## config.mk

```make
export PLATFORM = sky130hd
export DESIGN_NAME = refresh_scoreboard
export DESIGN_NICKNAME = d
export VERILOG_FILES = /design/src/rtl/refresh_scoreboard.sv
export SDC_FILE = /design/constraint.sdc
export NUM_CORES = 1
export LEC_CHECK = 0
export CORE_ASPECT_RATIO = 1.75
export CORE_MARGIN = 2
export CORE_UTILIZATION = 40
export CTS_CLUSTER_DIAMETER = 40
export DETAILED_ROUTE_END_ITERATION = 10
export SETUP_SLACK_MARGIN = 0.2
export SKIP_LAST_GASP = 1
export SLEW_MARGIN = 20
export SYNTH_ARGS = -nofsm -noshare
export SYNTH_HDL_FRONTEND = slang
export SYNTH_SLANG_ARGS = --single-unit
export TNS_END_PERCENT = 10
```

## constraint.sdc

```tcl
create_clock -name clk -period 3.6 [get_ports clk]
set_clock_uncertainty 0.05 [all_clocks]
set_input_delay 0.54 -clock clk [delete_from_list [all_inputs] [get_ports clk]]
set_output_delay 0.54 -clock clk [all_outputs]
set_load 0.02 [all_outputs]
```

## src/rtl/refresh_scoreboard.sv

```systemverilog
// Refresh sweep scoreboard: walks every row once per sweep, skipping rows already written or refreshed on demand.
// ref_addr/ref_valid are combinational from state and user inputs; a stalled ref_ready holds ptr, the request is not sticky.
module refresh_scoreboard #(
    parameter int ROWS       = 128,
    parameter int AW         = $clog2(ROWS),
    parameter int RET_CYCLES = 4096
) (
    input  logic          clk,
    input  logic          rst,
    input  logic          start,
    input  logic          user_we,
    input  logic [AW-1:0] user_waddr,
    input  logic          user_re,
    input  logic [AW-1:0] user_raddr,
    input  logic          ref_ready,
    output logic          ref_valid,
    output logic [AW-1:0] ref_addr,
    output logic          indicator_user,
    output logic          busy,
    output logic          done,
    output logic          overrun
);

    localparam int            TW       = (RET_CYCLES > 1) ? $clog2(RET_CYCLES) : 1;
    localparam logic [TW-1:0] TMR_LAST = TW'(RET_CYCLES - 1);
    localparam logic [AW-1:0] PTR_LAST = AW'(ROWS - 1);
    localparam logic [AW:0]   ROWS_EXT = (AW + 1)'(ROWS);

    typedef enum logic {
        IDLE  = 1'b0,
        SWEEP = 1'b1
    } state_t;

    state_t          state;
    logic [ROWS-1:0] sb;
    logic [AW-1:0]   ptr;
    logic [TW-1:0]   tmr;

    logic trigger;
    logic in_sweep;
    logic raddr_ok;
    logic waddr_ok;
    logic sb_rd;
    logic sb_ptr;
    logic prio;
    logic hs;
    logic advance;

    assign trigger  = (tmr == TMR_LAST);
    assign in_sweep = (state == SWEEP);
    assign raddr_ok = ({1'b0, user_raddr} < ROWS_EXT);
    assign waddr_ok = ({1'b0, user_waddr} < ROWS_EXT);

    // Out-of-range read rows are masked so they never look stale or fresh.
    assign sb_rd  = raddr_ok ? sb[user_raddr] : 1'b0;
    assign sb_ptr = sb[ptr];

    // A user read of a not-yet-refreshed row jumps ahead of the sweep pointer.
    assign prio      = in_sweep && user_re && raddr_ok && !sb_rd;
    assign ref_addr  = prio ? user_raddr : (in_sweep ? ptr : '0);
    assign ref_valid = in_sweep && (prio || !sb_ptr);
    assign hs        = ref_valid && ref_ready;
    assign advance   = in_sweep && (sb_ptr || (hs && (ref_addr == ptr)));

    assign indicator_user = !raddr_ok ? 1'b0 : (in_sweep ? sb_rd : 1'b1);
    assign busy           = in_sweep;

    always_ff @(posedge clk or negedge rst) begin
        if (!rst) begin
            state   <= IDLE;
            sb      <= '0;
            ptr     <= '0;
            tmr     <= '0;
            done    <= 1'b0;
            overrun <= 1'b0;
        end else begin
            // Retention timer is free-running; sweeps never re-phase it.
            tmr  <= trigger ? '0 : tmr + TW'(1);
            done <= 1'b0;
            case (state)
                IDLE: begin
                    if (start || trigger) begin
                        state <= SWEEP;
                        sb    <= '0;
                        ptr   <= '0;
                    end
                end
                SWEEP: begin
                    if (trigger) begin
                        overrun <= 1'b1;
                    end
                    if (hs) begin
                        sb[ref_addr] <= 1'b1;
                    end
                    if (user_we && waddr_ok) begin
                        sb[user_waddr] <= 1'b1;
                    end
                    if (advance) begin
                        if (ptr == PTR_LAST) begin
                            state <= IDLE;
                            ptr   <= '0;
                            done  <= 1'b1;
                        end else begin
                            ptr <= ptr + AW'(1);
                        end
                    end
                end
                default: state <= IDLE;
            endcase
        end
    end

endmodule

```

==> results.cfg <==
[floorplan]
die-area_sq_um = 24800
die_w_um = 120
row_count = 74
start_util_pct = 40.5
core_area_sq_um = 23200
fp.dieH_um = 207
pin_count = 32

[sta]
whs_ns = 0.0692
finalSetupViolCount = 0
fin_crit_sh_pct = 94.3
maxSlewHeadroom_pct = 44.1
rsz0062_at_grt = true
maxSlewViolCount = 0
setup_ws_ns = 0.206
hold_viol = 0
worstMarginPinSlew_ns = 0.835
fmax_ghz = 0.295
fin_crit_ns = 3.39

[grt]
use_met2_pct = 50.5
grt_use_total_pct = 29.8
grt_pass1_wl_mm = 54.1
globalRouteOverflowTotal = 0
grt_pass1_vias = 8894
top_usage_layer = met2
met3_usage_pct = 6.32
antenna_found_initial = 0
grt_max_degree = 83
grt_use_met1_pct = 32.6

[layout]
fillers = 2126
fin_nets = 1046
ff_latch_area_sq_um = 3760
drive_gt1_share_pct = 33.6
synthToLayoutAreaGrowth_pct = 27.0
multi_input_area_sq_um = 5330
antenna_cells = 0

[drt]
postRouteWirelength_mm = 35.6
drt_iter0_drc = 900
viasPerCell = 6.46
antenna_left = 0
route.detailed.drc = 0
wl_per_cell_um = 26.6
via_count = 8669
dr.pass1.iters = 6

[power_and_ir_drop]
ir_drop_mv = 0.411
total_power_uw = 9960
p_leak_uw = 0.00493
p_int_uw = 5940
p_per_area_nw_per_um2 = 834
sw_frac_of_total_pct = 40.3
netSwitchingPower_uw = 4020
p_seq_share_pct = 28.9
p_comb_share_pct = 51.1
p_clk_share_pct = 20.0

[synthesis]
yosys.area_share.simple_pct = 12.5
yosysTopAreaCell = dfrtp_1
synth_fa_ha_area_share_pct = 0.266
yosysSeqAreaShare_pct = 39.9
ys_ff_latch = 150
synth_area_leaders = dfrtp_1 (40%), mux4_2 (12%), a22oi_1 (9.4%)
ys_types = 70
syn_area_sq_um = 9410
synth_xor_area_share_pct = 1.02
syn-mean-instance-area_sq_um = 10.5
synth_nets = 920
synthArstFlopShare_pct = 100
ys.flop_type = dfrtp_1
synth_mux_area_share_pct = 17.5
synth_top_family_by_area = compound AO/OA/AOI/OAI gates
netlist_instances = 898
synth_edf_count = 0
synth_top_area_share_pct = 39.9
ys_warn_count = 0
synth_compound_area_share_pct = 24.5

[job]
drv_cap = 0

[worst_setup_path]
required_ns = 3.01
cp.depth = 12
worst_ep_arrival_time_ns = 2.80
crit_family = buffers and inverters
critPathKind = in2out
cp-start-kind = primary input
critPathCaptureType = primary output
timing.rr.start = ptr[0]
r2r_slack_ns = 0.32
slowest_stage = mux4_2
cp_num_buf_inv = 6
path_max_fanout = 8
path_cells = buf_6 -> buf_12 -> buf_4 -> mux4_2 -> nand2_1 -> nand3_2 -> a41oi_2 -> a32oi_2 -> buf_12 -> buf_8 -> a31o_2 -> buf_6
cpPeakStageDelay_ns = 0.53
reg2regPathDepth = 14
worstReg2RegEnd = sb[88]

[cts]
cts_sinks = 150
cts_made_buffers = 17
clk_latency_ns = 0.46
cts-root-buf = clkbuf_16
cts_tree = yes
path_clk_slew_ns = 0.06
h-tree-depth = 4
cts_buffer_depth = 2
hold_buffers = 0

[placed_design]
place_ws_ns = -0.446
gp_congestion = 0.993
port-buffer-count = 31
place_hpwl_mm = 25.2

[worst_hold_path]
hold_path_class = in2async

[status]
status = complete, no violations
-- cell usage in the layout, fill, tap and decap left out, types with 6 or more instances in the layout --
| cell type | count |
|---|---|
| a21oi_1 | 11 |
| a22oi_1 | 118 |
| and2_1 | 6 |
| and3_1 | 8 |
| buf_12 | 25 |
| buf_4 | 108 |
| buf_6 | 8 |
| clkbuf_16 | 17 |
| clkdlybuf4s50_1 | 17 |
| dfrtp_1 | 148 |
| inv_1 | 13 |
| mux2_2 | 20 |
| mux2i_1 | 19 |
| mux4_2 | 50 |
| nand2_1 | 68 |
| nand2_2 | 13 |
| nand2b_1 | 6 |
| nand3_1 | 21 |
| nor2_1 | 45 |
| nor2b_1 | 8 |
| nor3_1 | 11 |
| o21ai_0 | 27 |
| o21ai_1 | 79 |
| o21ai_2 | 32 |
| o22ai_1 | 18 |
| xor2_1 | 6 |
-- layer usage --
layer,share of wire (%),vias up
li1,-,3739
met1,35,4337
met2,50,437
met3,6.9,156
met4,8.0,0
met5,0,-
-- worst max-delay path by stage --
stage,end,from,slack [ns]
global route,ref_valid,ptr[0],0.13
global placement,ref_addr[3],user_raddr[1],-0.44
finish,ref_addr[3],user_raddr[0],0.21
floorplan,ref_addr[0],user_raddr[0],0.20
CTS,ref_valid,ptr[0],0.17
detailed placement,ref_addr[3],user_raddr[1],-0.45
-- per-stage QoR --
| stage | util [%] | instances | setup TNS (ns) | cell area [sq um] |
|---|---|---|---|---|
| after floorplan | - | 898 | 0 | 9410 |
| after global placement | 47.2 | 1290 | -15.74 | 11000 |
| after detailed placement | 47.2 | 1290 | -17.14 | 11000 |
| after CTS | 50.9 | 1336 | 0 | 11800 |
| after global routing | 51.4 | 1341 | 0 | 11900 |
| final | 51.4 | 1341 | 0 | 11900 |
-- sequential cells by signal, summed over array words and instances (netlist names) --
signal / flops
busy: 1
done: 1
overrun: 1
ptr: 7
sb: 128
tmr: 12
-- power by group through the flow --
| stage | clock (uW) | sequential (uW) | combinational [uW] |
|---|---|---|---|
| floorplan | 0 | 2600 | 3130 |
| global placement | 0 | 2850 | 4760 |
| detailed placement | 0 | 2860 | 4810 |
| CTS | 2020 | 2840 | 4970 |
| global route | 2070 | 2920 | 5430 |
| finish | 2000 | 2880 | 5090 |
-- cell type report --
type                    instances  share of cell area (%)
flip-flops and latches        150                    31.5
inverters                      16                   0.513
repair buffers                172                    14.8
clock inverters                14                    1.89
clock buffers                  18                    3.59
well taps                     304                    3.19
multi-input cells             667                    44.6
-- what timing repair did --
action | CTS | global route
setup buffers | 10 | 5
resized for setup | 57 | 21
setup endpoints to repair | 9 | 9
hold endpoints to repair | 0 | 0
cloned | 4 | 0
pin swaps | 12 | 17
-- synth_stat cells (8+ instances only) --
cell type,n
a21oi_1,11
a22oi_1,118
a31oi_1,10
and3_1,8
buf_2,23
clkbuf_1,31
dfrtp_1,150
inv_1,13
mux2_2,20
mux2i_1,21
mux4_2,49
nand2_1,71
nand2_2,10
nand3_1,22
nor2_1,46
nor2b_1,8
nor3_1,11
o21ai_0,33
o21ai_1,74
o21ai_2,32
o22ai_1,19
-- worst register-to-register path, stage by stage (launching register included) --
cell and delay (ns):
dfrtp_2 0.42, buf_12 0.13, buf_16 0.12, mux4_2 0.50
mux2i_2 0.20, a32oi_1 0.09, o21ai_1 0.18, buf_4 0.16
a31oi_2 0.06, buf_4 0.16, nor3_1 0.31, a41o_2 0.34
nand2_2 0.12, buf_12 0.17, o21ai_0 0.19
-- logic make-up after synthesis --
logic type               after synthesis
AO/OA/AOI/OAI                        334
XOR/XNOR                              11
adder cells (fa/ha/maj)                2
buffers and inverters                 81
flip-flops                           150
multiplexers                          97
AND/OR/NAND/NOR                      223
Power figures use the tool's default switching activity.
